[src/rtl/rx_arp_cache.sv]
// rtl/rx_arp_cache.sv - ARP receiver with parametrised IP->MAC cache
//
// Purpose : parses ARP frames from the RX byte stream, learns sender
//           bindings into a CACHE_DEPTH-entry cache, triggers the TX ARP
//           block for requests addressed to FPGA_IP and serves one-cycle
//           IP->MAC lookups for the TX UDP/IP path.
// Option  : define ARP_CACHE_AGE_EN to enable entry aging (AGE_TICK, AGE_MAX).
// Ports   : CLK_125M, SYS_RST (async, active-high)
//           RGMII_RX_DATA/VALID/LAST/USER, RGMII_RX_READY - RX byte stream
//           TRIG_TX_ARP, PC_MAC, PC_IP                   - reply trigger
//           LOOKUP_REQ, LOOKUP_IP                        - lookup request
//           LOOKUP_DONE, LOOKUP_HIT, LOOKUP_MAC          - lookup result
//           DROP_CNT                                     - dropped frames

module rx_arp_cache #(
    parameter logic [31:0] FPGA_IP     = 32'hC0A8_006E,
    parameter logic [47:0] FPGA_MAC    = 48'h00_0A_35_01_02_03,
    parameter int          CACHE_DEPTH = 4,
    parameter int          AGE_TICK    = 125_000_000,
    parameter int          AGE_MAX     = 15
) (
    input  logic        CLK_125M,
    input  logic        SYS_RST,
    input  logic [7:0]  RGMII_RX_DATA,
    input  logic        RGMII_RX_VALID,
    input  logic        RGMII_RX_LAST,
    input  logic        RGMII_RX_USER,
    output logic        RGMII_RX_READY,
    output logic        TRIG_TX_ARP,
    output logic [47:0] PC_MAC,
    output logic [31:0] PC_IP,
    input  logic        LOOKUP_REQ,
    input  logic [31:0] LOOKUP_IP,
    output logic        LOOKUP_DONE,
    output logic        LOOKUP_HIT,
    output logic [47:0] LOOKUP_MAC,
    output logic [15:0] DROP_CNT
);

    localparam int PW = (CACHE_DEPTH > 1) ? $clog2(CACHE_DEPTH) : 1;

    typedef enum logic [2:0] {
        IDLE     = 3'd0,
        ETH_HDR  = 3'd1,
        ARP_BODY = 3'd2,
        DRAIN    = 3'd3,
        COMMIT   = 3'd4
    } state_t;

    state_t      state;
    logic [5:0]  byte_cnt;      // offset of the beat currently presented
    logic        drop_q;
    logic        user_q;
    logic        da_uc_q;       // DA bytes so far equal FPGA_MAC
    logic        da_bc_q;       // DA bytes so far equal broadcast
    logic        oper_req_q;
    logic [47:0] sha_q;
    logic [31:0] spa_q;
    logic [31:0] tpa_q;

    logic [31:0]            ip_q  [CACHE_DEPTH];
    logic [47:0]            mac_q [CACHE_DEPTH];
    logic [CACHE_DEPTH-1:0] valid_q;
    logic [PW-1:0]          ptr_q;

    logic       beat;
    logic       in_hdr;
    logic [7:0] mac_byte;
    logic       da_uc_n;
    logic       da_bc_n;
    logic       fld_mm;

    // Ready is combinational so it drops the instant reset is asserted.
    assign RGMII_RX_READY = ~SYS_RST;
    assign beat           = RGMII_RX_VALID & RGMII_RX_READY;
    assign in_hdr         = (state == IDLE) || (state == ETH_HDR) || (state == ARP_BODY);

    // Per-byte header check. The DA is accepted only if all six bytes match
    // one of the two addresses, so the two match flags accumulate separately.
    always_comb begin
        mac_byte = 8'h00;
        case (byte_cnt)
            6'd0: mac_byte = FPGA_MAC[47:40];
            6'd1: mac_byte = FPGA_MAC[39:32];
            6'd2: mac_byte = FPGA_MAC[31:24];
            6'd3: mac_byte = FPGA_MAC[23:16];
            6'd4: mac_byte = FPGA_MAC[15:8];
            6'd5: mac_byte = FPGA_MAC[7:0];
            default: mac_byte = 8'h00;
        endcase
        da_uc_n = ((state == IDLE) ? 1'b1 : da_uc_q) & (RGMII_RX_DATA == mac_byte);
        da_bc_n = ((state == IDLE) ? 1'b1 : da_bc_q) & (RGMII_RX_DATA == 8'hFF);
        fld_mm  = 1'b0;
        case (byte_cnt)
            6'd0, 6'd1, 6'd2,
            6'd3, 6'd4, 6'd5: fld_mm = !(da_uc_n || da_bc_n);
            6'd12: fld_mm = (RGMII_RX_DATA != 8'h08);
            6'd13: fld_mm = (RGMII_RX_DATA != 8'h06);
            6'd14: fld_mm = (RGMII_RX_DATA != 8'h00);
            6'd15: fld_mm = (RGMII_RX_DATA != 8'h01);
            6'd16: fld_mm = (RGMII_RX_DATA != 8'h08);
            6'd17: fld_mm = (RGMII_RX_DATA != 8'h00);
            6'd18: fld_mm = (RGMII_RX_DATA != 8'h06);
            6'd19: fld_mm = (RGMII_RX_DATA != 8'h04);
            6'd20: fld_mm = (RGMII_RX_DATA != 8'h00);
            6'd21: fld_mm = (RGMII_RX_DATA != 8'h01) && (RGMII_RX_DATA != 8'h02);
            default: fld_mm = 1'b0;
        endcase
        if (!in_hdr) begin
            fld_mm = 1'b0;
        end
    end

    // Cache match / free-slot search.
    logic [CACHE_DEPTH-1:0] spa_hit;
    logic [CACHE_DEPTH-1:0] lk_hit;
    logic [47:0]            lk_mac;
    logic [PW-1:0]          upd_idx;
    logic [PW-1:0]          free_idx;
    logic                   free_any;

    always_comb begin
        spa_hit  = '0;
        lk_hit   = '0;
        lk_mac   = '0;
        upd_idx  = '0;
        free_idx = '0;
        free_any = 1'b0;
        for (int i = 0; i < CACHE_DEPTH; i++) begin
            spa_hit[i] = valid_q[i] && (ip_q[i] == spa_q);
            lk_hit[i]  = valid_q[i] && (ip_q[i] == LOOKUP_IP);
            if (lk_hit[i]) begin
                lk_mac = lk_mac | mac_q[i];
            end
            if (spa_hit[i]) begin
                upd_idx = PW'(i);
            end
        end
        // Descending scan so the lowest invalid index is the one kept.
        for (int i = CACHE_DEPTH - 1; i >= 0; i--) begin
            if (!valid_q[i]) begin
                free_any = 1'b1;
                free_idx = PW'(i);
            end
        end
    end

    logic          frame_bad;
    logic          spa_zero;
    logic          for_us;
    logic          do_upd;
    logic          do_ins;
    logic          wr_en;
    logic          ptr_adv;
    logic [PW-1:0] wr_idx;

    assign frame_bad = drop_q | user_q;
    assign spa_zero  = (spa_q == 32'd0);
    assign for_us    = (tpa_q == FPGA_IP);
    assign do_upd    = !frame_bad && !spa_zero && (|spa_hit);
    assign do_ins    = !frame_bad && !spa_zero && !(|spa_hit) && for_us;
    assign wr_en     = (state == COMMIT) && (do_upd || do_ins);
    assign ptr_adv   = (state == COMMIT) && do_ins && !free_any;
    assign wr_idx    = do_upd ? upd_idx : (free_any ? free_idx : ptr_q);

    // Frame FSM with registered trigger and drop counter.
    always_ff @(posedge CLK_125M or posedge SYS_RST) begin
        if (SYS_RST) begin
            state       <= IDLE;
            byte_cnt    <= 6'd0;
            drop_q      <= 1'b0;
            user_q      <= 1'b0;
            da_uc_q     <= 1'b0;
            da_bc_q     <= 1'b0;
            TRIG_TX_ARP <= 1'b0;
            PC_MAC      <= 48'd0;
            PC_IP       <= 32'd0;
            DROP_CNT    <= 16'd0;
        end else begin
            TRIG_TX_ARP <= 1'b0;
            if (beat && in_hdr) begin
                da_uc_q <= da_uc_n;
                da_bc_q <= da_bc_n;
            end
            case (state)
                IDLE: begin
                    if (beat) begin
                        drop_q <= fld_mm;
                        user_q <= 1'b0;
                        if (RGMII_RX_LAST) begin
                            DROP_CNT <= DROP_CNT + 16'd1;
                        end else begin
                            byte_cnt <= 6'd1;
                            state    <= fld_mm ? DRAIN : ETH_HDR;
                        end
                    end
                end
                ETH_HDR, ARP_BODY: begin
                    if (beat) begin
                        byte_cnt <= (byte_cnt == 6'd63) ? 6'd63 : byte_cnt + 6'd1;
                        drop_q   <= drop_q | fld_mm;
                        if (RGMII_RX_LAST) begin
                            if (state == ARP_BODY && byte_cnt == 6'd41) begin
                                user_q <= RGMII_RX_USER;
                                state  <= COMMIT;
                            end else begin
                                // runt: counted here, never reaches COMMIT
                                DROP_CNT <= DROP_CNT + 16'd1;
                                byte_cnt <= 6'd0;
                                state    <= IDLE;
                            end
                        end else if (fld_mm) begin
                            state <= DRAIN;
                        end else if (state == ETH_HDR && byte_cnt == 6'd13) begin
                            state <= ARP_BODY;
                        end else if (state == ARP_BODY && byte_cnt == 6'd41) begin
                            state <= DRAIN;
                        end
                    end
                end
                DRAIN: begin
                    if (beat) begin
                        byte_cnt <= (byte_cnt == 6'd63) ? 6'd63 : byte_cnt + 6'd1;
                        if (RGMII_RX_LAST) begin
                            user_q <= RGMII_RX_USER;
                            state  <= COMMIT;
                        end
                    end
                end
                COMMIT: begin
                    byte_cnt <= 6'd0;
                    state    <= IDLE;
                    if (frame_bad) begin
                        DROP_CNT <= DROP_CNT + 16'd1;
                    end else if (for_us && oper_req_q) begin
                        TRIG_TX_ARP <= 1'b1;
                        PC_MAC      <= sha_q;
                        PC_IP       <= spa_q;
                    end
                end
                default: begin
                    byte_cnt <= 6'd0;
                    state    <= IDLE;
                end
            endcase
        end
    end

    // Field capture; each field is fully shifted in, so no clearing needed.
    always_ff @(posedge CLK_125M or posedge SYS_RST) begin
        if (SYS_RST) begin
            oper_req_q <= 1'b0;
            sha_q      <= 48'd0;
            spa_q      <= 32'd0;
            tpa_q      <= 32'd0;
        end else if (beat && (state == ETH_HDR || state == ARP_BODY)) begin
            if (byte_cnt == 6'd21) begin
                oper_req_q <= (RGMII_RX_DATA == 8'h01);
            end
            if (byte_cnt >= 6'd22 && byte_cnt <= 6'd27) begin
                sha_q <= {sha_q[39:0], RGMII_RX_DATA};
            end
            if (byte_cnt >= 6'd28 && byte_cnt <= 6'd31) begin
                spa_q <= {spa_q[23:0], RGMII_RX_DATA};
            end
            if (byte_cnt >= 6'd38 && byte_cnt <= 6'd41) begin
                tpa_q <= {tpa_q[23:0], RGMII_RX_DATA};
            end
        end
    end

`ifdef ARP_CACHE_AGE_EN
    logic [31:0] pre_q;
    logic        age_tick;
    logic [3:0]  age_q [CACHE_DEPTH];

    assign age_tick = (pre_q == 32'(AGE_TICK - 1));

    always_ff @(posedge CLK_125M or posedge SYS_RST) begin
        if (SYS_RST) begin
            pre_q <= 32'd0;
        end else begin
            pre_q <= age_tick ? 32'd0 : pre_q + 32'd1;
        end
    end
`else
    // Aging parameters are only consumed by the aging build.
    if (AGE_TICK < 1 || AGE_MAX < 1 || AGE_MAX > 15) begin : g_age_cfg_unused
    end
`endif

    // Cache storage. The COMMIT write is placed after the aging update so
    // a coincident write takes precedence over expiry.
    always_ff @(posedge CLK_125M or posedge SYS_RST) begin
        if (SYS_RST) begin
            valid_q <= '0;
            ptr_q   <= '0;
            for (int i = 0; i < CACHE_DEPTH; i++) begin
                ip_q[i]  <= 32'd0;
                mac_q[i] <= 48'd0;
`ifdef ARP_CACHE_AGE_EN
                age_q[i] <= 4'd0;
`endif
            end
        end else begin
`ifdef ARP_CACHE_AGE_EN
            if (age_tick) begin
                for (int i = 0; i < CACHE_DEPTH; i++) begin
                    if (valid_q[i]) begin
                        if ({1'b0, age_q[i]} + 5'd1 >= 5'(AGE_MAX)) begin
                            valid_q[i] <= 1'b0;
                            age_q[i]   <= 4'(AGE_MAX);
                        end else begin
                            age_q[i] <= age_q[i] + 4'd1;
                        end
                    end
                end
            end
`endif
            if (wr_en) begin
                ip_q[wr_idx]    <= spa_q;
                mac_q[wr_idx]   <= sha_q;
                valid_q[wr_idx] <= 1'b1;
`ifdef ARP_CACHE_AGE_EN
                age_q[wr_idx]   <= 4'd0;
`endif
            end
            if (ptr_adv) begin
                ptr_q <= ptr_q + PW'(1);
            end
        end
    end

    // Registered lookup; it compares against pre-commit contents.
    always_ff @(posedge CLK_125M or posedge SYS_RST) begin
        if (SYS_RST) begin
            LOOKUP_DONE <= 1'b0;
            LOOKUP_HIT  <= 1'b0;
            LOOKUP_MAC  <= 48'd0;
        end else begin
            LOOKUP_DONE <= LOOKUP_REQ;
            LOOKUP_HIT  <= LOOKUP_REQ && (|lk_hit);
            LOOKUP_MAC  <= LOOKUP_REQ ? lk_mac : 48'd0;
        end
    end

endmodule

[config.mk]
export PLATFORM = sky130hd
export DESIGN_NAME = rx_arp_cache
export DESIGN_NICKNAME = d
export VERILOG_FILES = /design/src/rtl/rx_arp_cache.sv
export SDC_FILE = /design/constraint.sdc
export NUM_CORES = 1
export LEC_CHECK = 0
export BUFFER_PORTS_ARGS = -buffer_cell sky130_fd_sc_hd__buf_2
export CAP_MARGIN = 5
export CELL_PAD_IN_SITES_DETAIL_PLACEMENT = 1
export CELL_PAD_IN_SITES_GLOBAL_PLACEMENT = 2
export CORE_MARGIN = 2
export CORE_UTILIZATION = 43
export DETAILED_ROUTE_END_ITERATION = 7
export GPL_TIMING_DRIVEN = 0
export PLACE_DENSITY_LB_ADDON = 0.1
export SLEW_MARGIN = 40
export SYNTH_ARGS = -nofsm -noshare
export SYNTH_HDL_FRONTEND = slang
export SYNTH_SLANG_ARGS = --single-unit
[constraint.sdc]
create_clock -name CLK_125M -period 21.2 [get_ports CLK_125M]
set_input_delay 2.12 -clock CLK_125M [delete_from_list [all_inputs] [get_ports CLK_125M]]
set_output_delay 2.12 -clock CLK_125M [all_outputs]
set_load 0.01 [all_outputs]
# Word level (Yosys, flattened, before mapping)
# Index checks and enable logic that the tools add are counted.
classes:
  addsub: 3
  magnitude_cmp: 10
  eq_ne: 49
  n_mux: 71
  bitwise_logic: 12
  reduce_logical: 61
op_table:
  columns: ["operator", "n"]
  rows:
  - ["$mux 48", 6]
  - ["$eq 32x32->1", 8]
  - ["$bwmux 192", 1]
  - ["$or 48x48->48", 3]
  - ["$bwmux 128", 1]
  - ["$demux 48 s2", 1]
  - ["$mux 16", 6]
  - ["$demux 32 s2", 1]
  - ["$pmux 16 s3", 1]
  - ["$mux 6", 7]
  - ["$eq 6x5->1 const B", 6]
  - ["$eq 32x32->1 const B", 1]
  - ["$logic_not 32->1", 1]
  - ["$mux 32", 1]
  - ["$mux 3", 10]
  - ["$pmux 6 s5", 1]
  - ["$logic_and 1x1->1", 27]
  - ["$eq 6x4->1 const B", 4]
  - ["$mux 1", 20]
  - ["$ne 2x2->1 const B", 10]
  - ["$mux 2", 9]
  - ["$pmux 6 s3", 1]
  - ["$add 16x1->16 const B", 1]
  - ["$ne 8x3->1 const B", 2]
  - ["other kinds (50)", 77]
word_totals:
  reg_bits: 599
  inputBits: 46
  out_inout_bits: 148
  elab_cells: 233

# Logic depth before layout (Yosys ltp)
# Gate-level depths: netlist (run 1).
logic_depth:
  depth_word: 12
  depth_mapped: 12
  ltp_nobuf: 10

# Worst setup path before layout (run 1)
# No wires, ideal clock.
synth_path:
  kind: "in2reg"
  from: "input port SYS_RST"
  to: "register state[1]"
  setup_time_ns: 0.104
  arrival_ns: 17.437
  required_time_ns: 21.096
  path_slack_ns: 3.660
  path_stages: 6
  n_path_buf: 0
  path_cell_list: "inv_1 > nand2_1 > a221o_1 > a21oi_1 > o21ai_0 > a221oi_1"
synth_between:
  elab_chain_cells: 4
  elab_cells_between_ends: 6
  classes_between: "eq/ne: 3; bitwise: 2; reduce/logical: 1"
synth_lines:
  columns: ["element", "line", "text"]
  rows:
  - ["start, declared", "23", "input logic SYS_RST,"]
  - ["$not 1->1 *", "74", "assign RGMII_RX_READY = ~SYS_RST;"]
  - ["$and 1x1->1 *", "75", "assign beat = RGMII_RX_VALID & RGMII_RX_READY;"]
  - ["$ne 2x2->1 (no source line)", null, null]
  - ["$reduce_and 6->1 (no source line) *", null, null]
  - ["end signal, assigned", "194", "state <= fld_mm ? DRAIN : ETH_HDR;"]
  - ["end, declared", "50", "state_t state;"]
# Mark *: on every way between the ends. The rest lies on a longest branch, timed or not.
# A chain may end at the register's enable or synchronous reset.

# Worst setup path in the final report (run 1)
layout_path:
  from: "input port LOOKUP_IP[10]"
  to: "register LOOKUP_MAC[39]"
layout_between:
  elab_chain_cells: 10
  elab_cells_between_ends: 16
  classes_between: "eq/ne: 4; mux: 5; bitwise: 3; reduce/logical: 4"
layout_lines:
  columns: ["element", "line", "text"]
  rows:
  - ["start, declared", "33", "input logic [31:0] LOOKUP_IP,"]
  - ["$eq 32x32->1", "131", "lk_hit[i] = valid_q[i] && (ip_q[i] == LOOKUP_IP);"]
  - ["$logic_and 1x1->1", "131", null]
  - ["$mux 48", "132", "if (lk_hit[i]) begin"]
  - ["$or 48x48->48", "133", "lk_mac = lk_mac | mac_q[i];"]
  - ["$mux 48", "132", null]
  - ["$or 48x48->48", "133", null]
  - ["$mux 48", "132", null]
  - ["$or 48x48->48", "133", null]
  - ["$mux 48 *", "132", null]
  - ["$mux 48 *", "343", "LOOKUP_MAC <= LOOKUP_REQ ? lk_mac : 48'd0;"]
  - ["end signal, assigned", "343", null]
  - ["end, declared", "36", "output logic [47:0] LOOKUP_MAC,"]
# Marks and branches as above.

==> reports/metrics.csv, run 1 <==
metric;value;unit
Worst Path Arrival;6.26;ns
vias in the first global route;20300;
detailed placement HPWL;64200;µm
TritonCTS clock tree;yes;
post-synthesis cell area;27500;µm²
Worst path slowest cell;nor4_1;
# IOs;194;
Worst IR Drop VDD;0.0000563;V
setup slack after layout;15.43;ns
worst path required time;21.69;ns
share of cells above drive strength 1;34.7;%
crit-path max FO;10;
syn_area_per_cell;13.1;µm²
crit end category;flip-flop;
Post-synth EDFFs;0;
Crit Path Category;primary input to flip-flop;
Final setup viols;0;
fmax;173;MHz
highest metal used;met5;
Critical Path Start Type;primary input;
PortBufs;169;
commonest non-fill, non-tap cells in the layout;dfrtp_1, mux2_2, buf_2;
Initial DRT Pass Iterations;5;
root buf cell;clkbuf_16;
routed wire length on met2;41300;µm
hold crit path type;flip-flop to flip-flop;
M1 WL;41700;µm
RSZ-0062 raised after global routing;false;
crit-path max cell delay;0.63;ns
initial DRC count;1135;
post-synthesis sequential area ratio;54.4;%
Post-synth ARST share;100;%
clock latency on the worst-skew pair;0.62;ns
DIE WIDTH;257;µm
Slew headroom;40.1;%
initial antenna violation count;3;
Mapped Nets;2159;
crit path cell chain;clkbuf_1 -> xnor2_1 -> nand4_1 -> nor4_1 -> nand4_1 -> nor4_2 -> buf_4 -> clkbuf_1 -> clkbuf_1 -> a22oi_1 -> a21boi_0;
Tot GR Track Use;27.3;%
Hold Buf Count CTS;0;
layout overhead on the synthesized area;17.1;%
grt ovf;0;
first-pass GRT wire length;135000;µm
core area;63200;µm²
drt via density;5.70;
clock-pin slew on the worst setup and hold paths;0.06;ns
routability congestion estimate;0.920;
Post-Route WL;89200;µm
CTS sink cnt;599;
die footprint;66100;µm²
Pleak;15.8;nW
Layout Nets;2418;
Initial Util;43.6;%
clock buffer count from CTS;70;
average wire per standard cell;27.3;µm
pin count of the biggest net entering global routing;82;
dpl cells;3139;
total power per unit cell area;80.4;nW/µm²
non-filler cells, final;3271;
Synth cell types;66;
Tmin final;5.77;ns
register bit total from synthesis;599;
clock skew;0.0270;ns
cells after synthesis;2107;
Rows;92;
Top delay family on crit path;buffers and inverters;
setup repair bufs after CTS;0;
status;completed;
fin crit share;27.2;%
Bufs and invs on worst path;4;
Max-Cap Viols;0;
Top FF cell, synth;dfrtp_1;
Power Total;0.00259;W
via count;18700;
post-CTS sizing;0;
commonest non-fill, non-tap cell in the layout;dfrtp_1;
height of the die;257;µm
Final Hold Fails;0;
setup TNS;0;ns
drt drc;0;
Critical Path Most Common Cell;clkbuf_1;
dpl ws;14.89;ns
Yosys Warn Count;0;
routed wl met3;4210;µm
worst slew pin tran;0.891;ns
Longest Clk Path Bufs;3;
Final ANT Viol Nets;0;
H-Tree Depth;3;
max-slew violation count;0;
## per-stage QoR
step                      util, %  hold slack, ns  instance area [µm²]
after global routing         51.0           0.496                32300
final                        51.0           0.472                32300
after floorplan                 -           0.445                27500
after CTS                    51.0           0.477                32200
after detailed placement     47.2           0.465                29800
after global placement       46.6           0.452                29400
## final cells by class
type,instances,area (µm²)
repair buffers,187,1150
flip-flops and latches,599,15000
clock buffers,100,2120
multi-input cells,1336,11800
clock inverters,29,318
well taps,846,1060
fillers,6392,30900
diodes,2,5.00
plain buffers,150,763
inverters,22,90.1
## logic make-up (layout without fill, tap and decap cells)
family / count (synthesis) / after routing / synth area share, %
other cells: 0 / 2 / 0
buf+inv: 172 / 488 / 3.04
xor+xnor: 264 / 264 / 8.39
fa+ha+maj: 6 / 6 / 0.273
compound gates: 226 / 226 / 5.95
simple gates: 325 / 325 / 6.89
mux: 515 / 515 / 21.0
flops: 599 / 599 / 54.4
## report_power, final
group | leakage (nW) | switching (W) | internal [W]
sequential | 8.34 | 0.0000130 | 0.00115
combinational | 6.24 | 0.000111 | 0.0000533
clock | 1.22 | 0.000512 | 0.000752
total | 15.8 | 0.000635 | 0.00196
## worst register-to-register path, cell delays in order (launching register included)
cell,delay (ns)
dfrtp_1,0.44
clkbuf_1,0.65
xnor2_1,0.34
nand4_1,0.30
nor4_1,0.64
a41oi_1,0.26
o22ai_2,0.33
nor3b_1,0.23
buf_2,0.40
buf_4,0.38
mux2_2,0.38
## routing by layer
layer  track usage [%]  up-vias
met3              4.09      113
met5                 0        -
met1              39.2     9987
li1                  -     8095
met4              7.20        2
met2              43.1      458
## cells in the mapped netlist (all sizes together), types with 22 or more instances
cell type,instances,area [µm²]
dfrtp,599,15000
nand2,42,158
inv,22,82.6
nor4,55,357
mux2,511,5750
nand4,66,413
nand3,29,145
a22oi,96,721
nor2,35,131
a21boi,48,360
nand2b,22,138
xnor2,165,1450
xor2,99,867
clkbuf,104,390
buf,46,364
## flip-flops by register name, indices dropped and copies added (netlist names), 2 cells and up
name,flops
ptr_q,2
ip_q,128
mac_q,192
sha_q,48
valid_q,4
DROP_CNT,16
state,3
byte_cnt,6
tpa_q,32
PC_MAC,48
spa_q,32
PC_IP,32
LOOKUP_MAC,48
## worst paths after layout
check	startpoint	endpoint	slack (ns)	depth (start not counted)
hold reg to reg	ptr_q[1]	ptr_q[1]	0.47	1
hold / removal	ptr_q[1]	ptr_q[1]	0.47	1
max in group asynchronous	SYS_RST	mac_q[43]	18.14	5
setup reg to reg	spa_q[0]	ip_q[7]	16.71	10
setup / recovery	LOOKUP_IP[10]	LOOKUP_MAC[39]	15.43	11
min in group asynchronous	SYS_RST	byte_cnt[0]	1.53	2
Note: power is estimated with default switching activity, not from simulation.
==> run 2: changes to the inputs <==
==> constraint.sdc (replaced) <==
create_clock -name CLK_125M -period 5.6 [get_ports CLK_125M]
set_input_delay 0.56 -clock CLK_125M [delete_from_list [all_inputs] [get_ports CLK_125M]]
set_output_delay 0.56 -clock CLK_125M [all_outputs]
set_load 0.01 [all_outputs]
==> reports/metrics.csv, run 2 (same netlist as run 1, synthesis figures left out) <==
metric;value;unit;change
Rows;92;;unchanged
routability congestion estimate;0.946;;was 0.920
worst slew pin tran;0.892;ns;was 0.891 ns
worst r2r src;spa_q[16];;was spa_q[0]
fin crit share;79.9;%;
clock latency on the worst-skew pair;0.62;ns;about the same
setup slack, reg-to-reg;1.13;ns;was 16.71 ns
max-slew violation count;0;;unchanged
Final setup viols;0;;unchanged
DIE WIDTH;257;µm;unchanged
Worst Path Arrival;4.97;ns;was 6.26 ns
total power per unit cell area;298;nW/µm²;was 80.4 nW/µm²
Pleak;15.9;nW;was 15.8 nW
# IOs;194;;unchanged
clock-pin slew on the worst setup and hold paths;0.06;ns;about the same
Post-Route WL;89000;µm;was 89,200 µm
CTS sink cnt;599;;unchanged
root buf cell;clkbuf_16;;unchanged
commonest non-fill, non-tap cell in the layout;dfrtp_1;;unchanged
H-Tree Depth;3;;unchanged
Power Total;0.00970;W;was 0.00259 W
grt ovf;0;;unchanged
RSZ-0062 raised after global routing;false;;unchanged
fmax;223;MHz;
Max-Cap Viols;0;;unchanged
Slew headroom;40.0;%;was 40.1%
placed cell areas;30200;µm²;was 29,800 µm²
Hold Path Stages;1;;unchanged
drt via density;5.63;;was 5.70
Layout Nets;2434;;was 2,418
Tmin final;4.47;ns;
design area;32600;µm²;was 32,300 µm²
commonest non-fill, non-tap cells in the layout;dfrtp_1, mux2_2, buf_2;;unchanged
final core occ;51.5;%;was 51.0%
max FFs per register;192;;unchanged
TritonCTS clock tree;yes;;unchanged
Biggest register;mac_q;;unchanged
non-filler cells, final;3284;;was 3,271
detailed placement HPWL;65900;µm;was 64,200 µm
PortBufs;169;;unchanged
Tot GR Track Use;27.2;%;was 27.3%
Hold Path End;LOOKUP_DONE;;was ptr_q[1]
Crit Path Category;flip-flop to flip-flop;;was primary input to flip-flop
clock skew;0.0227;ns;was 0.0270 ns
Critical Path Start Type;flip-flop;;was primary input
worst path required time;6.09;ns;was 21.69 ns
crit-path max FO;10;;unchanged
first-pass GRT wire length;134000;µm;was 135,000 µm
clock buffer count from CTS;69;;was 70
Top Registers;mac_q: 192 flops, ip_q: 128 flops;;unchanged
Final Hold Fails;0;;unchanged
crit end category;flip-flop;;unchanged
Initial Util;43.6;%;unchanged
via count;18500;;was 18,700
drt drc;0;;unchanged
pin count of the biggest net entering global routing;28;;was 82
hold crit path type;primary input to flip-flop;;was flip-flop to flip-flop
vias in the first global route;20200;;was 20,300
Worst Reg-to-Reg Cells;10;;unchanged
initial antenna violation count;3;;unchanged
height of the die;257;µm;unchanged
initial DRC count;1101;;was 1,135
Longest Clk Path Bufs;3;;unchanged
core area;63200;µm²;unchanged
Worst IR Drop VDD;0.000224;V;was 0.0000563 V
Hold Path Origin;LOOKUP_REQ;;was ptr_q[1]
Final ANT Viol Nets;0;;unchanged
status;completed;;unchanged
average wire per standard cell;27.1;µm;was 27.3 µm
die footprint;66100;µm²;unchanged
layout overhead on the synthesized area;18.2;%;was 17.1%
dpl cells;3156;;was 3,139
RR Endpoint;mac_q[46];;was ip_q[7]
share of cells above drive strength 1;34.7;%;about the same
Initial DRT Pass Iterations;5;;unchanged
## run 2: cell count changes in the layout (fill, tap and decap cells not counted), moves of 2 or more
cell       before  now
buf_1           7    5
buf_12          0   16
buf_16          8   12
buf_2         177  179
buf_6          19   16
clkbuf_1      104  116
clkbuf_16      72   70
clkbuf_2        7    4
clkbuf_8       21   16
clkinv_2       16   11
nor4_1         49   47
nor4_2          5    7
## run 2: what timing repair did
| item | in CTS | in global routing |
|---|---|---|
| resized for setup | 0 | 0 |
| buffers inserted | 0 | 0 |
| hold buffers | 1 | 0 |
| hold endpoints to repair | 6 | 0 |
## run 2: report_power, final
group	leakage [nW]	switching [W]	internal, W	total (W)
Clock	1.15	0.00190	0.00273	0.00462
Combinational	6.44	0.000427	0.000235	0.000662
Sequential	8.34	0.0000480	0.00437	0.00442
Total	15.9	0.00237	0.00733	0.00970
## run 2: critical path, stage by stage (launching register included)
cell	delay, ns
dfrtp_1	0.48
clkbuf_1	0.35
xnor2_1	0.61
nand4_1	0.16
nor4_1	0.70
a41oi_1	0.31
o22ai_2	0.35
nor3b_1	0.22
buf_2	0.40
buf_4	0.37
mux2_2	0.38
## run 2: per-stage QoR
step	worst slack [ns]	hold slack [ns]	setup TNS (ns)
finish	1.13	0.144	0
global route	1.01	0.125	0
CTS	1.18	0.118	0
detailed placement	0.934	0.460	0
global placement	-10.03	0.455	-4051.82
floorplan	-5.41	0.445	-1957.82
## run 2: layout make-up
| class | instances | area [µm²] |
|---|---|---|
| Tap cell | 846 | 1060 |
| Inverter | 22 | 86.3 |
| Fill cell | 6421 | 30600 |
| Clock buffer | 102 | 2030 |
| Antenna cell | 2 | 5.00 |
| Multi-Input combinational cell | 1336 | 11800 |
| Buffer | 150 | 762 |
| Timing Repair Buffer | 204 | 1550 |
| Clock inverter | 23 | 285 |
| Sequential cell | 599 | 15000 |
## run 2: metal layers
metal / track usage (%) / vias up / share of wire, %
li1: - / 8140 / -
met1: 38.3 / 9762 / 46
met2: 42.8 / 414 / 46
met3: 4.89 / 152 / 4.8
met4: 8.48 / 6 / 3.0
met5: 0 / - / 0.042
## run 2: worst max-delay path by stage
stage	start	to	slack (ns)	cells past startpoint
final	spa_q[16]	mac_q[46]	1.13	10
after global routing	spa_q[16]	ip_q[0]	1.01	10
after CTS	spa_q[2]	ip_q[42]	1.18	10
after detailed placement	LOOKUP_IP[24]	LOOKUP_MAC[41]	0.93	10
after global placement	SYS_RST	byte_cnt[4]	-10.03	8
after floorplan	SYS_RST	byte_cnt[4]	-5.41	7
